==> config.mk <==
export PLATFORM = sky130hd
export DESIGN_NAME = hci_core_mem_arbiter
export DESIGN_NICKNAME = d
export VERILOG_FILES = /design/src/rtl/hci_core_mem_arbiter_pkg.sv /design/src/rtl/hci_core_mem_arbiter_rr_sel.sv /design/src/rtl/hci_core_mem_arbiter.sv
export SDC_FILE = /design/constraint.sdc
export NUM_CORES = 1
export LEC_CHECK = 0
export CORE_AREA = 2 2 215 217
export CTS_CLUSTER_SIZE = 20
export DETAILED_ROUTE_END_ITERATION = 10
export DIE_AREA = 0 0 217 219
export DONT_BUFFER_PORTS = 1
export GPL_ROUTABILITY_DRIVEN = 0
export REMOVE_ABC_BUFFERS = 1
export SLEW_MARGIN = 20
export SYNTH_ARGS = -nofsm -noshare
export SYNTH_HDL_FRONTEND = slang
export SYNTH_SLANG_ARGS = --single-unit
==> constraint.sdc <==
create_clock -name clk_i -period 6.27 [get_ports clk_i]
set_input_delay 1.254 -clock clk_i [delete_from_list [all_inputs] [get_ports clk_i]]
set_output_delay 1.254 -clock clk_i [all_outputs]
set_load 0.01 [all_outputs]
==> src/rtl/hci_core_mem_arbiter_pkg.sv <==
// Shared definitions for the HCI core-to-memory round-robin arbiter.
// Memory responses arrive exactly one cycle after the request handshake.
package hci_core_mem_arbiter_pkg;

  // Requester index width: $clog2(n) with a floor of one bit.
  function automatic int unsigned hci_arb_idx_w(input int unsigned n);
    return (n > 2) ? $clog2(n) : 1;
  endfunction

endpackage

==> src/rtl/hci_core_mem_arbiter_rr_sel.sv <==
// Combinational round-robin selector: first eligible index at or after rr_ptr_i,
// scanning upward and wrapping modulo N_REQ.
module hci_core_mem_arbiter_rr_sel
  import hci_core_mem_arbiter_pkg::*;
#(
  parameter int unsigned N_REQ = 4
) (
  input  logic [N_REQ-1:0]                    elig_i,
  input  logic [hci_arb_idx_w(N_REQ)-1:0]     rr_ptr_i,
  output logic [hci_arb_idx_w(N_REQ)-1:0]     winner_o,
  output logic                                any_valid_o
);

  localparam int unsigned IdxW = hci_arb_idx_w(N_REQ);
  localparam int unsigned SumW = IdxW + 1;

  logic [N_REQ-1:0] rot;
  logic [IdxW-1:0]  off;
  logic             found;
  logic [SumW-1:0]  sum;

  always_comb begin
    // Doubling the vector lets a plain shift implement the wrap-around.
    rot   = N_REQ'({elig_i, elig_i} >> rr_ptr_i);
    off   = '0;
    found = 1'b0;
    for (int k = 0; k < int'(N_REQ); k++) begin
      if (!found && rot[k]) begin
        off   = IdxW'(k);
        found = 1'b1;
      end
    end
    sum = {1'b0, rr_ptr_i} + {1'b0, off};
    if (sum >= SumW'(N_REQ)) begin
      sum = sum - SumW'(N_REQ);
    end
    winner_o    = sum[IdxW-1:0];
    any_valid_o = |elig_i;
  end

endmodule

==> src/rtl/hci_core_mem_arbiter.sv <==
// Round-robin arbiter sharing one fixed-latency HCI memory port among N_REQ
// core-side requesters; the response is routed back using the registered winner.
module hci_core_mem_arbiter
  import hci_core_mem_arbiter_pkg::*;
#(
  parameter int unsigned N_REQ = 4,
  parameter int unsigned DW    = 32,
  parameter int unsigned AW    = 32,
  parameter int unsigned BW    = 8,
  parameter int unsigned IW    = 8
) (
  input  logic                            clk_i,
  input  logic                            rst_i,
  input  logic                            clear_i,
  // Core-side requesters
  input  logic [N_REQ-1:0]                core_req_i,
  output logic [N_REQ-1:0]                core_gnt_o,
  input  logic [N_REQ-1:0][AW-1:0]        core_add_i,
  input  logic [N_REQ-1:0]                core_wen_i,
  input  logic [N_REQ-1:0][DW-1:0]        core_data_i,
  input  logic [N_REQ-1:0][DW/BW-1:0]     core_be_i,
  input  logic [N_REQ-1:0]                core_lrdy_i,
  output logic [N_REQ-1:0][DW-1:0]        core_r_data_o,
  output logic [N_REQ-1:0]                core_r_valid_o,
  output logic [N_REQ-1:0]                core_r_opc_o,
  // Shared memory port
  output logic                            mem_req_o,
  input  logic                            mem_gnt_i,
  output logic [AW-1:0]                   mem_add_o,
  output logic                            mem_wen_o,
  output logic [DW-1:0]                   mem_data_o,
  output logic [DW/BW-1:0]                mem_be_o,
  output logic [IW-1:0]                   mem_id_o,
  input  logic [DW-1:0]                   mem_r_data_i,
  input  logic [IW-1:0]                   mem_r_id_i
);

  localparam int unsigned IdxW = hci_arb_idx_w(N_REQ);

  if (N_REQ < 2) begin : g_nreq_chk
    $error("hci_core_mem_arbiter: N_REQ must be at least 2");
  end
  if (IW < $clog2(N_REQ)) begin : g_iw_chk
    $error("hci_core_mem_arbiter: IW too narrow for N_REQ requester indices");
  end

  logic [N_REQ-1:0] elig;
  logic [IdxW-1:0]  winner;
  logic             any_elig;
  logic             handshake;

  logic [IdxW-1:0]  rr_ptr_q, rr_ptr_d;
  logic             resp_vld_q, resp_vld_d;
  logic [IdxW-1:0]  resp_idx_q, resp_idx_d;
  logic             resp_opc_q, resp_opc_d;

  // A load is only eligible when its issuer can take the response.
  always_comb begin
    for (int i = 0; i < int'(N_REQ); i++) begin
      elig[i] = core_req_i[i] & (~core_wen_i[i] | core_lrdy_i[i]);
    end
  end

  hci_core_mem_arbiter_rr_sel #(
    .N_REQ (N_REQ)
  ) u_rr_sel (
    .elig_i      (elig),
    .rr_ptr_i    (rr_ptr_q),
    .winner_o    (winner),
    .any_valid_o (any_elig)
  );

  assign handshake = any_elig & mem_gnt_i;

  always_comb begin
    mem_req_o  = any_elig;
    mem_add_o  = core_add_i[winner];
    mem_wen_o  = core_wen_i[winner];
    mem_data_o = core_data_i[winner];
    mem_be_o   = core_be_i[winner];
    mem_id_o   = IW'(winner);
    core_gnt_o = '0;
    if (handshake) begin
      core_gnt_o[winner] = 1'b1;
    end
  end

  always_comb begin
    rr_ptr_d   = rr_ptr_q;
    resp_vld_d = 1'b0;
    resp_idx_d = resp_idx_q;
    resp_opc_d = resp_opc_q;
    if (handshake) begin
      rr_ptr_d   = (winner == IdxW'(N_REQ - 1)) ? '0 : winner + IdxW'(1);
      resp_vld_d = 1'b1;
      resp_idx_d = winner;
      resp_opc_d = 1'b0;
    end
    if (clear_i) begin
      rr_ptr_d   = '0;
      resp_vld_d = 1'b0;
      resp_idx_d = '0;
      resp_opc_d = 1'b0;
    end
  end

  always_ff @(posedge clk_i or posedge rst_i) begin
    if (rst_i) begin
      rr_ptr_q   <= '0;
      resp_vld_q <= 1'b0;
      resp_idx_q <= '0;
      resp_opc_q <= 1'b0;
    end else begin
      rr_ptr_q   <= rr_ptr_d;
      resp_vld_q <= resp_vld_d;
      resp_idx_q <= resp_idx_d;
      resp_opc_q <= resp_opc_d;
    end
  end

  // Read data is broadcast; only r_valid identifies the owner.
  always_comb begin
    core_r_valid_o = '0;
    if (resp_vld_q) begin
      core_r_valid_o[resp_idx_q] = 1'b1;
    end
    for (int i = 0; i < int'(N_REQ); i++) begin
      core_r_data_o[i] = mem_r_data_i;
    end
    core_r_opc_o = {N_REQ{resp_opc_q}};
  end

`ifndef SYNTHESIS
  a_resp_id: assert property (@(posedge clk_i) disable iff (rst_i)
    resp_vld_q |-> (mem_r_id_i == IW'(resp_idx_q)));
`endif

endmodule

== Yosys cells after proc, flatten, opt, wreduce, memory -nomap -nowiden ==
Cells that the tools add are included.
Storage, ports and cells
  register bits after elaboration: 6
  input port bits: 328
  output and inout port bits: 218
  word-level logic and storage cells: 67
Operators by class
  add/subtract/negate cells: 3
  order comparisons: 5
  eq/ne operators: 1
  shifts and indexed selects: 1
  multiplexer cells: 30
  bitwise operators: 13
  reductions and logical operators: 10
Operator list (count)
  binary-select mux 32 bit (select 2 bit): 2
  2-to-1 mux 32 bit: 2
  2-to-1 mux 2 bit: 8
  2-to-1 mux 4 bit: 3
  2-to-1 mux 1 bit: 11
  binary-select mux 4 bit (select 2 bit): 1
  right shift 8 x 2 -> 4 bit: 1
  < comparator 2 x 3 -> 1 bit, second input constant: 2
  AND 1 bit: 5
  logical AND 1 bit: 5
  demux 1 bit (select 2 bit): 2
  >= comparator 2 x 1 -> 1 bit, second input constant: 2
  NOT 1 bit: 4
  bitwise OR 1 bit: 4
  OR reduction 4 bit: 1
  adder 2 x 2 -> 3 bit: 1
  >= comparator 3 bit, second input constant: 1
  zero test 1 bit: 3
  adder 2 x 1 -> 2 bit, second input constant: 1
  binary-select mux 1 bit (select 2 bit): 1
  equality test 2 bit, second input constant: 1
  nonzero test 2 bit: 1
  subtractor 2 x 1 -> 2 bit, second input constant: 1

== Logic depth before layout (Yosys ltp) ==
Gate-level depths: netlist (run 1).
  depth after elaboration: 22
  mapped depth: 12

== Modules after synthesis ==
A second synthesis (run 1) with hierarchy kept.
Second synthesis, totals
  cell total of the unflattened synthesis: 297
  area total of the unflattened synthesis: 3367.0 um2
By module, submodules not included
  hci_core_mem_arbiter: instances 1, cells each 269, area an instance 3175.5 um2, seq. area each 125.1 um2
  hci_core_mem_arbiter_rr_sel: instances 1, cells each 28, area an instance 191.4 um2, seq. area each 0.0 um2

== Least setup slack after synthesis (run 1) ==
OpenSTA, ideal clock, no wires.
  path type: in2out
  start point: input port core_wen_i[1]
  end point: output port mem_add_o[0]
  arrival time: 3.818 ns
  data required time: 5.016 ns
  setup slack: 1.198 ns
  stages: 10
  path buffers: 2
  cell sequence: or2b_1 -> nand2_1 -> nand2_1 -> and4b_1 -> a21oi_1 -> o21ai_0 -> ha_1 -> clkbuf_1 -> clkbuf_1 -> mux4_1
On the way
  cells in the longest elaborated chain, start to end: 19
  elaborated cells on any way between the ends: 22
RTL lines
  from (decl): line hci_core_mem_arbiter.sv:19  | input logic [N_REQ-1:0] core_wen_i,
  NOT 1 bit (*): line hci_core_mem_arbiter.sv:60  | elig[i] = core_req_i[i] & (~core_wen_i[i] | core_lrdy_i[i]);
  bitwise OR 1 bit (*): line hci_core_mem_arbiter.sv:60
  AND 1 bit (*): line hci_core_mem_arbiter.sv:60
  right shift 8 x 2 -> 4 bit (*): line hci_core_mem_arbiter_rr_sel.sv:24  | rot = N_REQ'({elig_i, elig_i} >> rr_ptr_i);
  2-to-1 mux 1 bit: line hci_core_mem_arbiter_rr_sel.sv:28  | if (!found && rot[k]) begin
  zero test 1 bit: line hci_core_mem_arbiter_rr_sel.sv:28
  logical AND 1 bit: line hci_core_mem_arbiter_rr_sel.sv:28
  2-to-1 mux 1 bit: line hci_core_mem_arbiter_rr_sel.sv:28
  [... 4 more ...]
  logical AND 1 bit: line hci_core_mem_arbiter_rr_sel.sv:28
  2-to-1 mux 2 bit (*): line hci_core_mem_arbiter_rr_sel.sv:28
  adder 2 x 2 -> 3 bit (*): line hci_core_mem_arbiter_rr_sel.sv:33  | sum = {1'b0, rr_ptr_i} + {1'b0, off};
  >= comparator 3 bit / subtractor 2 x 1 -> 2 bit (equally long branches): line hci_core_mem_arbiter_rr_sel.sv:34, hci_core_mem_arbiter_rr_sel.sv:35
  2-to-1 mux 2 bit (*): line hci_core_mem_arbiter_rr_sel.sv:34  | if (sum >= SumW'(N_REQ)) begin
  named net mem_id_o[0]: line hci_core_mem_arbiter.sv:33  | output logic [IW-1:0] mem_id_o,
  binary-select mux 32 bit (select 2 bit) (*): line hci_core_mem_arbiter.sv:77  | mem_add_o = core_add_i[winner];
  2-to-1 mux 32 bit (implied by the code) (*): line hci_core_mem_arbiter.sv:77
  to (decl): line hci_core_mem_arbiter.sv:29  | output logic [AW-1:0] mem_add_o,
The timed path passes the listed nets; every way through them passes the cells marked *. The select of a mux whose other input is x is not followed.

== Worst setup path in the final report (run 1) ==
  start point: input port core_wen_i[1]
  end point: output port mem_wen_o
On the way
  cells in the longest elaborated chain, start to end: 19
  elaborated cells on any way between the ends: 22
RTL lines
  NOT 1 bit (*): line hci_core_mem_arbiter.sv:60
  bitwise OR 1 bit (*): line hci_core_mem_arbiter.sv:60
  AND 1 bit (*): line hci_core_mem_arbiter.sv:60
  right shift 8 x 2 -> 4 bit (*): line hci_core_mem_arbiter_rr_sel.sv:24
  2-to-1 mux 1 bit: line hci_core_mem_arbiter_rr_sel.sv:28
  zero test 1 bit: line hci_core_mem_arbiter_rr_sel.sv:28
  logical AND 1 bit: line hci_core_mem_arbiter_rr_sel.sv:28
  2-to-1 mux 1 bit: line hci_core_mem_arbiter_rr_sel.sv:28
  [... 4 more ...]
  logical AND 1 bit: line hci_core_mem_arbiter_rr_sel.sv:28
  2-to-1 mux 2 bit (*): line hci_core_mem_arbiter_rr_sel.sv:28
  adder 2 x 2 -> 3 bit (*): line hci_core_mem_arbiter_rr_sel.sv:33
  >= comparator 3 bit / subtractor 2 x 1 -> 2 bit (equally long branches): line hci_core_mem_arbiter_rr_sel.sv:34, hci_core_mem_arbiter_rr_sel.sv:35
  2-to-1 mux 2 bit (*): line hci_core_mem_arbiter_rr_sel.sv:34
  named net mem_id_o[1]: line hci_core_mem_arbiter.sv:33
  binary-select mux 1 bit (select 2 bit) (*): line hci_core_mem_arbiter.sv:78  | mem_wen_o = core_wen_i[winner];
  2-to-1 mux 1 bit (implied by the code) (*): line hci_core_mem_arbiter.sv:78
  to (decl): line hci_core_mem_arbiter.sv:30  | output logic mem_wen_o,
Marked as above.

==> flow_summary_export.csv, run 1 <==
group,metric,value,unit
pwr,p_leak,0.942,nW
synth,synth_warnings,0,
synth,synth_top_family_by_area,"multiplexers",
global_routing,grt_pass1_wl,29200,um
critical_path,cp.arrival,4.27,ns
synth,synth_compound_area_share,4.20,%
floorplanning,core_area,45100,sq um
synth,syn_area,3420,sq um
synth,synth-seq-area-share,3.65,%
drt,wl_per_cell,32.9,um
finish,syn2layout_area_growth,-7.27,%
synth,synth_top_flop_cell,"dfrtp_1",
synth,synth.ff_latch_count,5,
finish,final_util,7.04,%
finish,seq_area,125,sq um
drt,drtPass1Iterations,6,
sta,hold_violations,0,
outcome,outcome,"complete, no violations",
sta,rsz0062_at_grt,"no",
synth,synthMuxAreaShare,50.1,%
worst_hold_path,hold_class,"reg2reg",
clock_network,cts_resized,0,
sta,finalSetupViolations,0,
finish,nets,489,
synth,synth-simple-area-share,5.63,%
clock_network,cts_tree,"yes",
clock_network,clock_latency,0.23,ns
synth,synth_top_area_share,33.0,%
finish,drive_above_1_share,23.4,%
pwr,p_total,1.25,mW
floorplanning,core.rowCount,78,
sta,setup_tns,0,ns
clock_network,htree_levels,1,
clock_network,clk_pin_slew_worst_paths,0.03,ns
global_routing,antenna_found_initial,16,
critical_path,cp.required,5.02,ns
sta,max_freq,181,MHz
critical_path,cp-end-kind,"primary output",
clock_network,cts.sinks,5,
placed_design,dp_hpwl,22600,um
placed_design,port-buffer-count,0,
drt,finalWirelength,25000,um
sta,period_needed,5.52,ns
pwr,p_per_area,394,nW/um^2
finish,fillers,5248,
clock_network,cts_root_buffer,"clkbuf_16",
drt,route.detailed.drc,0,
global_routing,grt_overflow,0,
sta,worstMarginPinSlew,0.984,ns
critical_path,crit_type,"in2out",
synth,synth_xor_area_share,0.731,%
synth,ys_top_cells_by_area,"mux4_1, buf_4, mux4_2, dfrtp_1, buf_6",
synth,synth_cell_types,34,
clock_network,clockBufferDepth,2,
clock_network,postCtsSetupBuffers,0,
synth,synthCells,298,
synth,yosys.area.top_type,"mux4_1",
global_routing,grt_pass1_vias,2410,
sta,slew_headroom,34.4,%
floorplanning,io_pins,546,
clock_network,cts_buffers,3,
drt,viasPerCell,3.18,
global_routing,grt_max_degree,73,
floorplanning,die_h,219,um
drt,drtAntennaViolNets,0,
sta,post-route-period-util,88.0,%
flow_run,drv_cap,0,
floorplanning,die_w,217,um
synth,avgSynthCellArea,11.5,sq um
synth,async_reset_ff_share,100,%
pwr,peakVddDrop,0.000166,V
synth,synthAdderAreaFrac,0.731,%
synth,synth-edff-count,0,
sta,drv_slew,0,
floorplanning,die_area,47500,sq um
global_routing,gr-usage-all-layers,9.73,%
sta,fin_skew,0.00132,ns
critical_path,worst-path-max-fanout,72,
critical_path,cp-start-kind,"primary input",
drt,drtIter0Drc,135,
finish,multi_input_area,2150,sq um
clock_network,postCtsHoldBufs,0,
drt,vias,2421,
floorplanning,start_util,7.59,%
-- cells in the final DEF (no fill, tap or decap), types with 2 or more instances in the layout --
master	Yosys	layout
nand2b_1	2	2
mux4_2	26	26
a211oi_1	3	3
clkbuf_16	0	3
a21oi_1	3	3
and2_1	2	2
and3_1	2	2
a22oi_1	3	3
nand4_1	2	2
inv_1	5	5
buf_4	139	2
nor2b_1	3	3
or2b_1	2	2
o22ai_1	2	2
o21ai_0	3	3
nor3b_1	2	2
nor2_1	9	9
a22oi_2	2	2
dfrtp_1	5	5
nand2_1	10	10
diode_2	0	3
mux4_1	43	43
conb_1	1	10
-- where the power goes --
| group | switching (mW) | internal (mW) | leakage (nW) | total, mW |
|---|---|---|---|---|
| Sequential | 0.0127 | 0.0371 | 0.0657 | 0.0497 |
| Combinational | 0.658 | 0.435 | 0.838 | 1.09 |
| Clock | 0.0230 | 0.0845 | 0.0382 | 0.107 |
-- routing by layer --
| layer | part of all wire (%) | routed length (um) | track usage [%] |
|---|---|---|---|
| met4 | 1.0 | 253 | 0.890 |
| met5 | 0.84 | 210 | 2.19 |
| met2 | 39 | 9750 | 13.0 |
| met1 | 32 | 8080 | 9.78 |
| met3 | 27 | 6730 | 11.7 |
-- worst paths after layout --
| kind | startpoint | endpoint | slack, ns | depth (start not counted) |
|---|---|---|---|---|
| worst max-delay path | core_wen_i[1] | mem_wen_o | 0.75 | 11 |
| worst min-delay path | resp_idx_q[0] | resp_idx_q[0] | 0.58 | 2 |
| worst max register to register | rr_ptr_q[0] | rr_ptr_q[1] | 3.38 | 8 |
| worst min register to register | resp_idx_q[0] | resp_idx_q[0] | 0.58 | 2 |
| max in group asynchronous | rst_i | resp_idx_q[1] | 5.28 | 1 |
| min in group asynchronous | rst_i | resp_vld_q | 0.81 | 1 |
-- area by class of cell --
cell class,count,area share [%]
antenna,3,0.237
clock buffer,4,2.48
inverter,6,0.788
multi-input combinational,140,67.8
sequential,5,3.94
tap,600,23.7
timing repair buffer,3,1.10
-- synth_stat cells (2+ instances only) --
| library cell | number |
|---|---|
| buf_4 | 139 |
| mux4_1 | 43 |
| mux4_2 | 26 |
| nand2_1 | 10 |
| clkbuf_1 | 9 |
| nor2_1 | 9 |
| buf_6 | 8 |
| dfrtp_1 | 5 |
| inv_1 | 5 |
| a211oi_1 | 3 |
| a21oi_1 | 3 |
| a22oi_1 | 3 |
| nor2b_1 | 3 |
| o21ai_0 | 3 |
| a22oi_2 | 2 |
| and2_1 | 2 |
| and3_1 | 2 |
| ha_1 | 2 |
| nand2b_1 | 2 |
| nand4_1 | 2 |
| nor3b_1 | 2 |
| o22ai_1 | 2 |
| or2b_1 | 2 |
-- state kept, by name, summed over array words and instances (netlist names) --
register and flops:
resp_idx_q 2, resp_vld_q 1, rr_ptr_q 2
-- critical path: stages --
cell and delay, ns:
or2b_1 0.25, nand2_1 0.16, nand2_1 0.10, and4b_1 0.21
a21oi_1 0.12, o21ai_0 0.17, ha_4 0.19, xnor2_1 0.21
xnor2_2 0.19, inv_4 0.73, mux4_2 0.65
-- metrics by stage --
stage	hold slack, ns	instances	cell area (sq um)	setup slack (ns)
after floorplan	0.539	151	2290	-0.0998
after global placement	0.552	754	3090	0.768
after detailed placement	0.575	754	3090	0.673
after CTS	0.579	758	3170	0.669
after global routing	0.638	760	3170	0.382
final	0.581	761	3170	0.749
-- cell families after synthesis --
logic type / count (synthesis)
muxes: 69
AOI/OAI and AO/OA: 20
and+or+nand+nor: 37
other: 1
DFF: 5
buffers and inverters: 162
xor gates and xnor gates: 2
adders and majority gates: 2
No activity file was read; power rests on OpenSTA's default activity.
==> inputs of run 2 (changes only) <==
--- a/config.mk
+++ b/config.mk
@@ -16,3 +16,4 @@
 export SYNTH_ARGS = -nofsm -noshare
 export SYNTH_HDL_FRONTEND = slang
 export SYNTH_SLANG_ARGS = --single-unit
+export TNS_END_PERCENT = 20
==> results of run 2 <==
No change in the layout: final DEF, timing and power equal those of run 1.
==> inputs of run 3 (changes only) <==
--- a/config.mk
+++ b/config.mk
@@ -5,12 +5,15 @@
 export SDC_FILE = /design/constraint.sdc
 export NUM_CORES = 1
 export LEC_CHECK = 0
-export CORE_AREA = 2 2 215 217
+export CELL_PAD_IN_SITES_DETAIL_PLACEMENT = 1
+export CELL_PAD_IN_SITES_GLOBAL_PLACEMENT = 1
+export CORE_AREA = 2 2 211 213
 export CTS_CLUSTER_SIZE = 20
 export DETAILED_ROUTE_END_ITERATION = 10
-export DIE_AREA = 0 0 217 219
+export DIE_AREA = 0 0 213 215
 export DONT_BUFFER_PORTS = 1
 export GPL_ROUTABILITY_DRIVEN = 0
+export PLACE_DENSITY_LB_ADDON = 0.1
 export REMOVE_ABC_BUFFERS = 1
 export SLEW_MARGIN = 20
 export SYNTH_ARGS = -nofsm -noshare
==> flow_summary_export.csv, run 3 (synthesis results as in run 1) <==
group,metric,value,unit
floorplanning,core_area,43600,sq um
sta,slew_headroom,36.5,%
clock_network,cts_resized,0,
critical_path,cp_common_cell,"nand2_1",
global_routing,grt_pass1_wl,29600,um
clock_network,clockBufferDepth,2,
pwr,p_seq_share,3.5,%
critical_path,crit_slowest_cell,"inv_4",
finish,final_util,7.29,%
floorplanning,core.rowCount,77,
critical_path,cp-end-kind,"primary output",
critical_path,cp-start-kind,"primary input",
pwr,peakVddDrop,0.000129,V
placed_design,port-buffer-count,0,
drt,wl_per_cell,33.1,um
drt,finalWirelength,24900,um
critical_path,critPathMaxStageDelay,0.70,ns
drt,viasPerCell,3.02,
critical_path,crit_type,"in2out",
sta,post-route-period-util,87.7,%
finish,syn2layout_area_growth,-7.05,%
pwr,p_total,1.37,mW
finish,layout_commonest_cell,"mux4_1",
global_routing,antenna_found_initial,6,
global_routing,grt_pass1_vias,2558,
sta,drv_slew,0,
placed_design,dp_hpwl,22900,um
drt,vias,2275,
floorplanning,die_h,215,um
floorplanning,start_util,7.84,%
pwr,clkPwrFrac,7.8,%
clock_network,cts.sinks,5,
drt,route.detailed.drc,0,
pwr,p_leak,0.951,nW
clock_network,postCtsSetupBuffers,0,
drt,drtPass1Iterations,4,
finish,top_regs,"resp_idx_q (2), rr_ptr_q (2), resp_vld_q (1)",
sta,hold_slack,0.576,ns
finish,drive_above_1_share,23.9,%
flow_run,drv_cap,0,
clock_network,clock_latency,0.23,ns
finish,nets,490,
clock_network,postCtsHoldBufs,0,
sta,finalSetupViolations,0,
outcome,outcome,"complete, no violations",
sta,fin_skew,0.000410,ns
clock_network,cts_tree,"yes",
finish,fin_cells,753,
finish,fillers,5118,
clock_network,htree_levels,1,
clock_network,cts_buffers,3,
pwr,power.share.switching,58.4,%
critical_path,cp.arrival,4.25,ns
drt,drtIter0Drc,87,
critical_path,critPathTopFamily,"simple AND/OR/NAND/NOR gates",
pwr,switching_power,0.799,mW
drt,drtAntennaViolNets,0,
global_routing,grt_max_degree,73,
clock_network,cts_root_buffer,"clkbuf_16",
sta,rsz0062_at_grt,"no",
pwr,p_comb_share,88.7,%
finish,seq_area,125,sq um
worst_hold_path,hold_class,"reg2reg",
sta,period_needed,5.50,ns
pwr,internal_power,0.569,mW
placed_design,dp.cells,747,
finish,multi_input_area,2150,sq um
global_routing,gr-usage-all-layers,10.1,%
sta,worstMarginPinSlew,0.953,ns
critical_path,crit_buf_inv,1,
floorplanning,die_area,45800,sq um
finish,final_cell_mix,"mux4_1, mux4_2, nand2_1, conb_1, nor2_1",
pwr,p_per_area,430,nW/um^2
critical_path,cp.required,5.02,ns
global_routing,grt_overflow,0,
sta,max_freq,182,MHz
floorplanning,io_pins,546,
sta,hold_violations,0,
floorplanning,die_w,213,um
critical_path,crit_chain,"or2b_1 -> nand2_1 -> nand2_1 -> and4b_1 -> a21oi_1 -> o21ai_0 -> ha_4 -> xnor2_1 -> xnor2_2 -> inv_4 -> mux4_1",
clock_network,clk_pin_slew_worst_paths,0.03,ns
critical_path,worst-path-max-fanout,72,
run 3: changes by cell type in the layout (fill, tap and decap cells not counted):
cell / before / now
buf_12: 1 / 2
diode_2: 3 / 2
run 3: routing by layer:
| layer | global-route usage [%] | part of all wire (%) |
|---|---|---|
| met1 | 9.89 | 33 |
| met2 | 15.7 | 44 |
| met3 | 9.69 | 22 |
| met4 | 0.932 | 0.99 |
| met5 | 1.72 | 0.58 |
run 3: final cells by class:
type,count,area share (%)
Sequential cell,5,3.93
Clock buffer,4,2.48
Inverter,6,0.786
Antenna cell,2,0.157
Multi-Input combinational cell,140,67.6
Timing Repair Buffer,4,1.73
Tap cell,592,23.3
run 3: power groups by stage:
stage | clock, mW | combinational [mW] | sequential [mW]
after floorplan | 0 | 0.781 | 0.0439
after CTS | 0.106 | 1.29 | 0.0482
final | 0.106 | 1.21 | 0.0479
after global routing | 0.108 | 1.32 | 0.0494
after global placement | 0 | 1.29 | 0.0483
after detailed placement | 0 | 1.29 | 0.0487
run 3: stage by stage:
stage	worst slack [ns]	TNS (ns)	instance area (sq um)
floorplan	-0.0998	-5.15	2290
global placement	0.669	0	3100
finish	0.769	0	3180
CTS	0.663	0	3180
detailed placement	0.684	0	3100
global route	0.446	0	3180
run 3: path summary, 6_finish.rpt:
kind                          startpoint       endpoint  slack [ns]  depth (start not counted)
max reg2reg                  rr_ptr_q[0]    rr_ptr_q[1]        3.25                          9
max in group asynchronous          rst_i     resp_vld_q        5.27                          1
max                        core_wen_i[1]  mem_add_o[30]        0.77                         11
min                        resp_idx_q[0]  resp_idx_q[0]        0.58                          2
min in group asynchronous          rst_i    rr_ptr_q[1]        0.82                          1
min reg2reg                resp_idx_q[0]  resp_idx_q[0]        0.58                          2
run 3: worst register-to-register path, delay by kind of cell, from the launching register on:
family                     cells  cell delay, ns
AOI/OAI and AO/OA              3            0.66
adders and majority gates      2            0.87
buffers and inverters          3            0.66
DFF                            1            0.62
and+or+nand+nor                1            0.11
